<file path="src/rtl/univ_shift_reg_param_amisha.sv">
// Parametrised universal shift register.
// Each enabled rising edge applies one operation in a single cycle through a
// barrel structure: hold, logical shift left/right with serial fill, parallel
// load, arithmetic shift right, rotate left/right, or clear.
//
// Ports:
//   clk_amisha    - clock, all state updates on the rising edge
//   reset_amisha  - synchronous active-high reset (beats enable and ctrl)
//   en_amisha     - clock enable; 0 holds q, sout and zero
//   ctrl_amisha   - operation select (3 bits)
//   shamt_amisha  - shift/rotate amount k, 0..WIDTH-1
//   sin_amisha    - serial fill bit for logical shifts
//   d_amisha      - parallel load data
//   q_amisha      - register contents
//   sout_amisha   - last bit shifted or rotated out (registered)
//   zero_amisha   - high when q_amisha is zero (registered with q_amisha)
module univ_shift_reg_param_amisha #(
  parameter int unsigned WIDTH = 8
) (
  input  logic                     clk_amisha,
  input  logic                     reset_amisha,
  input  logic                     en_amisha,
  input  logic [2:0]               ctrl_amisha,
  input  logic [$clog2(WIDTH)-1:0] shamt_amisha,
  input  logic                     sin_amisha,
  input  logic [WIDTH-1:0]         d_amisha,
  output logic [WIDTH-1:0]         q_amisha,
  output logic                     sout_amisha,
  output logic                     zero_amisha
);

  localparam int unsigned SHW = $clog2(WIDTH);

  localparam logic [2:0] OpHold = 3'b000;
  localparam logic [2:0] OpShl  = 3'b001;
  localparam logic [2:0] OpShr  = 3'b010;
  localparam logic [2:0] OpLoad = 3'b011;
  localparam logic [2:0] OpSar  = 3'b100;
  localparam logic [2:0] OpRol  = 3'b101;
  localparam logic [2:0] OpRor  = 3'b110;
  localparam logic [2:0] OpClr  = 3'b111;

  logic [WIDTH-1:0] q_next;
  logic             sout_next;
  logic [WIDTH-1:0] ones;
  logic [WIDTH-1:0] lo_mask;   // low k bits set
  logic [WIDTH-1:0] hi_mask;   // high k bits set
  logic [SHW-1:0]   idx_left;  // WIDTH-k, valid for k != 0
  logic [SHW-1:0]   idx_right; // k-1, valid for k != 0
  logic             k_nonzero;

  always_comb begin
    ones      = '1;
    lo_mask   = ~(ones << shamt_amisha);
    hi_mask   = ~(ones >> shamt_amisha);
    // WIDTH is a power of two, so WIDTH-k wraps cleanly in SHW bits
    idx_left  = SHW'(WIDTH) - shamt_amisha;
    idx_right = shamt_amisha - SHW'(1);
    k_nonzero = (shamt_amisha != '0);

    q_next    = q_amisha;
    sout_next = sout_amisha;

    case (ctrl_amisha)
      OpHold: ;
      OpShl: if (k_nonzero) begin
        q_next    = (q_amisha << shamt_amisha) | ({WIDTH{sin_amisha}} & lo_mask);
        sout_next = q_amisha[idx_left];
      end
      OpShr: if (k_nonzero) begin
        q_next    = (q_amisha >> shamt_amisha) | ({WIDTH{sin_amisha}} & hi_mask);
        sout_next = q_amisha[idx_right];
      end
      OpLoad: q_next = d_amisha;
      OpSar: if (k_nonzero) begin
        q_next    = (q_amisha >> shamt_amisha) | ({WIDTH{q_amisha[WIDTH-1]}} & hi_mask);
        sout_next = q_amisha[idx_right];
      end
      OpRol: if (k_nonzero) begin
        q_next    = (q_amisha << shamt_amisha) | (q_amisha >> idx_left);
        sout_next = q_amisha[idx_left];
      end
      OpRor: if (k_nonzero) begin
        q_next    = (q_amisha >> shamt_amisha) | (q_amisha << idx_left);
        sout_next = q_amisha[idx_right];
      end
      OpClr: begin
        q_next    = '0;
        sout_next = 1'b0;
      end
      default: ;
    endcase
  end

  always_ff @(posedge clk_amisha) begin
    if (reset_amisha) begin
      q_amisha    <= '0;
      sout_amisha <= 1'b0;
      zero_amisha <= 1'b1;
    end else if (en_amisha) begin
      q_amisha    <= q_next;
      sout_amisha <= sout_next;
      // Flag derived from the next value so it never lags q
      zero_amisha <= (q_next == '0);
    end
  end

endmodule

</file>
<file path="config.mk">
export PLATFORM = sky130hd
export DESIGN_NAME = univ_shift_reg_param_amisha
export DESIGN_NICKNAME = d
export VERILOG_FILES = /design/src/rtl/univ_shift_reg_param_amisha.sv
export SDC_FILE = /design/constraint.sdc
export NUM_CORES = 1
export LEC_CHECK = 0
export CAP_MARGIN = 20
export CELL_PAD_IN_SITES_DETAIL_PLACEMENT = 0
export CELL_PAD_IN_SITES_GLOBAL_PLACEMENT = 1
export CORE_AREA = 2 2 75 91
export CTS_CLUSTER_DIAMETER = 60
export DETAILED_ROUTE_END_ITERATION = 8
export DIE_AREA = 0 0 77 93
export GPL_TIMING_DRIVEN = 0
export PLACE_DENSITY_LB_ADDON = 0.2
export SYNTH_ARGS = -nofsm -noshare
export SYNTH_HDL_FRONTEND = slang
export SYNTH_SLANG_ARGS = --single-unit
</file>
<file path="constraint.sdc">
create_clock -name clk_amisha -period 3.18 [get_ports clk_amisha]
set_input_delay 0.795 -clock clk_amisha [delete_from_list [all_inputs] [get_ports clk_amisha]]
set_output_delay 0.795 -clock clk_amisha [all_outputs]
set_load 0.02 [all_outputs]
</file>
==> After elaboration in Yosys (flattened, before gate mapping) <==
Cells that the tools add are included.
{ "word_totals": {"register_bits": 10, "input_bits": 18, "output_inout_bits": 10, "elab_cells": 51} }
{ "op_classes": {"add_sub_neg": 2, "magnitude_cmp": 2, "n_eq_ne": 9, "shifts": 6, "mux": 13, "bitwise_logic": 10, "n_reduce_logical": 6} }
{ "ops": {"columns": ["cell", "count"], "rows": [
  ["case mux 8 bit (7 select lines)", 1],
  ["2-to-1 mux 8 bit", 5],
  ["bitwise OR 8 bit", 5],
  ["AND 8 bit", 3],
  ["inverter 8 bit", 2],
  ["<< shifter 8 x 3 -> 8 bit", 2],
  [">> shifter 8 x 3 -> 8 bit", 2],
  ["== test 3 bit (second input constant)", 4],
  ["zero test 8 bit", 1],
  ["< comparator 3 x 4 -> 1 bit (second input constant)", 2],
  ["<< shifter 8 x 3 -> 8 bit (first input constant)", 1],
  [">> shifter 8 x 3 -> 8 bit (first input constant)", 1],
  ["binary-select mux 1 bit (select 3 bit)", 2],
  ["== test 3 x 2 -> 1 bit (second input constant)", 2],
  ["nonzero test 3 bit", 2],
  ["2-to-1 mux 1 bit", 4],
  ["!= test 2 x 1 -> 1 bit (second input constant)", 2],
  ["AND reduction 4 bit", 1],
  ["== test 3 x 1 -> 1 bit (second input constant)", 1],
  ["case mux 1 bit (3 select lines)", 1],
  ["OR reduction 3 bit", 1],
  ["subtractor 1 x 3 -> 3 bit (first input constant)", 1],
  ["subtractor 3 x 1 -> 3 bit (second input constant)", 1],
  ["OR reduction 2 bit", 1]
]} }

==> Longest topological paths before layout <==
{ "depth": {"word_depth": 7, "depth_mapped": 14, "ltp_nobuf": 10} }

==> Worst setup path after synthesis <==
OpenSTA, ideal clock, no wires.
{ "synth_path": {"path_type": "input -> register", "from": "in shamt_amisha[0]", "to": "reg zero_amisha", "setup_time_ns": 0.084, "arrival_ns": 3.330, "t_required_ns": 3.096, "setup_slack_ns": -0.234, "stages": 12, "n_path_buf": 3, "path_cell_list": "buf_6 buf_6 clkinv_1 ha_1 ha_1 buf_4 inv_1 mux4_2 a221o_1 o21ai_2 nand4_1 o31ai_2"} }
{ "synth_via": {"elab_chain_cells": 7, "elab_cells_between_ends": 25, "classes_between": "add/sub: 1; shift: 6; mux: 6; bitwise: 10; reduce/logical: 2"} }
{ "synth_rtl": {"columns": ["item", "line", "rtl"], "rows": [
  ["from (decl)", "24", "input logic [$clog2(WIDTH)-1:0] shamt_amisha,"],
  ["branches (longest 5 deep; another with subtractor 1 x 3 -> 3 bit)", null, null],
  ["case mux 8 bit (7 select lines) *", "64", "case (ctrl_amisha)"],
  ["zero test 8 bit *", "104", "zero_amisha <= (q_next == '0);"],
  ["to (signal assigned)", "104", null],
  ["to (decl)", "29", "output logic zero_amisha"]
]} }
Mark *: on every way between the ends.
A chain may end at the register's enable or synchronous reset.

==> Worst setup path in the final report <==
Same ends and word-level chain as after synthesis.

==> metrics.txt <==
status complete, no violations; Post-synth EDFFs 0; worst-path fanout max 9; Worst path depth 12; Slew headroom 54.7%; Crit Reg-Reg Endpoint zero_amisha$_SDFFE_PP1P_; final hold slack 479 ps; R2R setup slack 650 ps; Slew Limit Fails 0; Worst Hold Class reg -> reg; Buffers on Ports 25; hold_sp zero_amisha$_SDFFE_PP1P_; DIE AREA 7160 um2; gpl congestion 0.958; clock slew at reported path FFs 50 ps; Post-CTS Hold Fix Bufs 0; post-synthesis mux area share 19.3%; CTS Buf Count 3; CP endpoint zero_amisha$_SDFFE_PP1P_; Initial Utilization 36.0%; clock root buffer clkbuf_8; XOR/XNOR Fraction of Synth Area 0%; antenna cells 0; first-pass GRT wire length 15,900 um; RR Startpoint q_amisha[1]$_SDFFE_PP0P_; MaxCap Viol Count 0; CP Class in -> reg; DP HPWL 7440 um; largest family of logic cells by synthesized area compound AO/OA/AOI/OAI gates; Synth Area in Simple Gates 26.8%; Mapped Cells 319; Ys Warns 0; Core Area 6330 um2; commonest non-fill, non-tap cells in the layout nor2_1 (32), nand2_1 (26), clkdlybuf4s50_1 (22); worst path bufs/invs 5; Avg Inst Size Synth 7.15 um2; sequential share of the synthesized area 8.78%; FMAX 318 MHz; final worst path period need 3150 ps; Worst EP arrival 3300 ps; final core occ 45.9%; FF-to-FF path depth 8; WL final 10,400 um; area grow syn2layout 27.4%; P_leak 1.06 nW; area leader, netlist dfxtp_1; Synth top area share 8.78%; Chip Height 93 um; CP max stage delay 560 ps; total track usage 28.6%; Post-Syn Area 2280 um2; CTS HTree Levels 1; Setup crit start shamt_amisha[0]; initial antenna violation count 0; Critical Path Most Common Cell ha_4; nets@finish 378; DRT antenna net count 0; Clock Sinks 10; Worst Max-Slew Pin Slew 680 ps; flops & latches, synth 10; PnR Total Power 0.000804 W; Yosys cell types 60; first-pass detailed-route iteration total 5; Avg WL per Cell 23.6 um; Post-synth top flop dfxtp_1; initial DRC count 472; die width 77 um; vias in the first global route 2,715; ys async rst share 0%; largest net degree at the start of global routing 11; final period utilization 99.0%; Finish-stage setup viols 0; endpoints failing hold 0; via count 2,933; drc violations 0; VDD IR max 0.263 mV; Clock Latency Late Sink 230 ps; CTS tree built; pwr dens 277 nW/um2; adder-cell area share of the yosys netlist 2.63%; num ports 28; slowest cell on the critical path mux4_2; syn_nets 341; critical path required time 3330 ps; CP Capture Type flip-flop; Max Clock Skew 0.678 ps; clk buf depth 2; RSZ-0062 raised after global routing true; grt ovf 0; CP startpoint kind input port; worst hold path depth 2; Cell Rows 32; Synth area leaders dfxtp_1 (8.8%), mux2i_1 (7.9%), nor2_1 (5.3%); critical-path cell list dlygate4sd2_1 -> buf_8 -> clkinv_4 -> ha_4 -> ha_4 -> buf_6 -> inv_6 -> mux4_2 -> a221o_1 -> o21ai_2 -> nand4_1 -> o31ai_2; most common cell after layout, fill and taps aside nor2_1; routed vias/inst 6.67; post-synthesis compound-gate area fraction 32.4%; layout cells sized above 1 20.8%; CP top delay family compound AO/OA/AOI/OAI gates
## through the flow
step                      cell area, um2  TNS [ps]  cells  worst slack [ps]
after CTS                           2850         0    439              24.7
after global routing                2910     -58.9    440             -48.5
after floorplan                     2300         0    319              23.9
after detailed placement            2660    -10490    429             -1560
after global placement              2660    -10940    429             -1620
final                               2910         0    440              31.1
## final cells by class
| class | count | area, um2 |
|---|---|---|
| buffer | 34 | 213 |
| clock buffer | 4 | 55.1 |
| fill | 709 | 3420 |
| inverter | 12 | 58.8 |
| multi-input combinational | 262 | 1970 |
| sequential | 10 | 200 |
| tap | 85 | 106 |
| timing repair buffer | 33 | 299 |
## sequential cells by signal, summed over array words and instances, names as in the netlist
signal	flops
q_amisha	8
sout_amisha	1
zero_amisha	1
## repair_timing
action,4_1_cts,5_1_grt
pin swaps,3,3
gates resized for setup,35,18
setup endpoints to repair,10,3
setup buffers,7,1
## cell usage after synthesis, drive strengths merged (2+ instances only)
| library cell | number |
|---|---|
| o31ai | 3 |
| a32oi | 4 |
| o211ai | 3 |
| nand2b | 8 |
| or4 | 3 |
| o32ai | 3 |
| a22oi | 2 |
| nor2 | 32 |
| o21ai | 24 |
| nand3b | 3 |
| buf | 16 |
| nor2b | 10 |
| and4b | 2 |
| clkbuf | 19 |
| a2111oi | 2 |
| nor3b | 2 |
| nand3 | 9 |
| or3 | 2 |
| nor4 | 3 |
| a221oi | 8 |
| nand4 | 2 |
| a21oi | 16 |
| nor3 | 8 |
| a211oi | 9 |
| nand2 | 26 |
| a311oi | 4 |
| a221o | 3 |
| and3 | 3 |
| or2 | 4 |
| a31oi | 3 |
| inv | 11 |
| mux2 | 7 |
| o22ai | 5 |
| dfxtp | 10 |
| and2 | 3 |
| mux2i | 18 |
| mux4 | 7 |
| ha | 4 |
| o221ai | 4 |
| a41oi | 2 |
| o41ai | 3 |
## tightest hold or removal path: stages (launching register included)
cell and delay [ps]:
dfxtp_1 320, a21oi_1 80, o31ai_2 50
## where the power goes
part	switching (W)	internal (W)
Clock	0.0000483	0.000109
Combinational	0.000294	0.000205
Sequential	0.0000113	0.000136
Total	0.000354	0.000450
## cell families (layout without fill, tap and decap cells)
| family | count (synthesis) | after routing |
|---|---|---|
| compound gates | 104 | 104 |
| fa+ha+maj | 5 | 5 |
| buf+inv | 47 | 83 |
| flops | 10 | 10 |
| mux | 32 | 32 |
| simple gates | 121 | 121 |
## metal layers
layer  wire length, um  GRT usage [%]  share of wire [%]  vias up
met4               407           9.82                3.9        0
met2              4920           46.7                 47      195
li1                  -              -                  -     1297
met1              4190           38.8                 40     1401
met3               874           3.76                8.4       40
met5                 0              0                  0        -
## worst min path at each step
stage / endpoint / slack, ps
floorplan: sout_amisha$_SDFFE_PP0P_ / 580
global placement: zero_amisha$_SDFFE_PP1P_ / 470
detailed placement: zero_amisha$_SDFFE_PP1P_ / 480
CTS: zero_amisha$_SDFFE_PP1P_ / 490
global route: zero_amisha$_SDFFE_PP1P_ / 520
finish: zero_amisha$_SDFFE_PP1P_ / 480
Note: power is estimated with default switching activity, not from simulation.
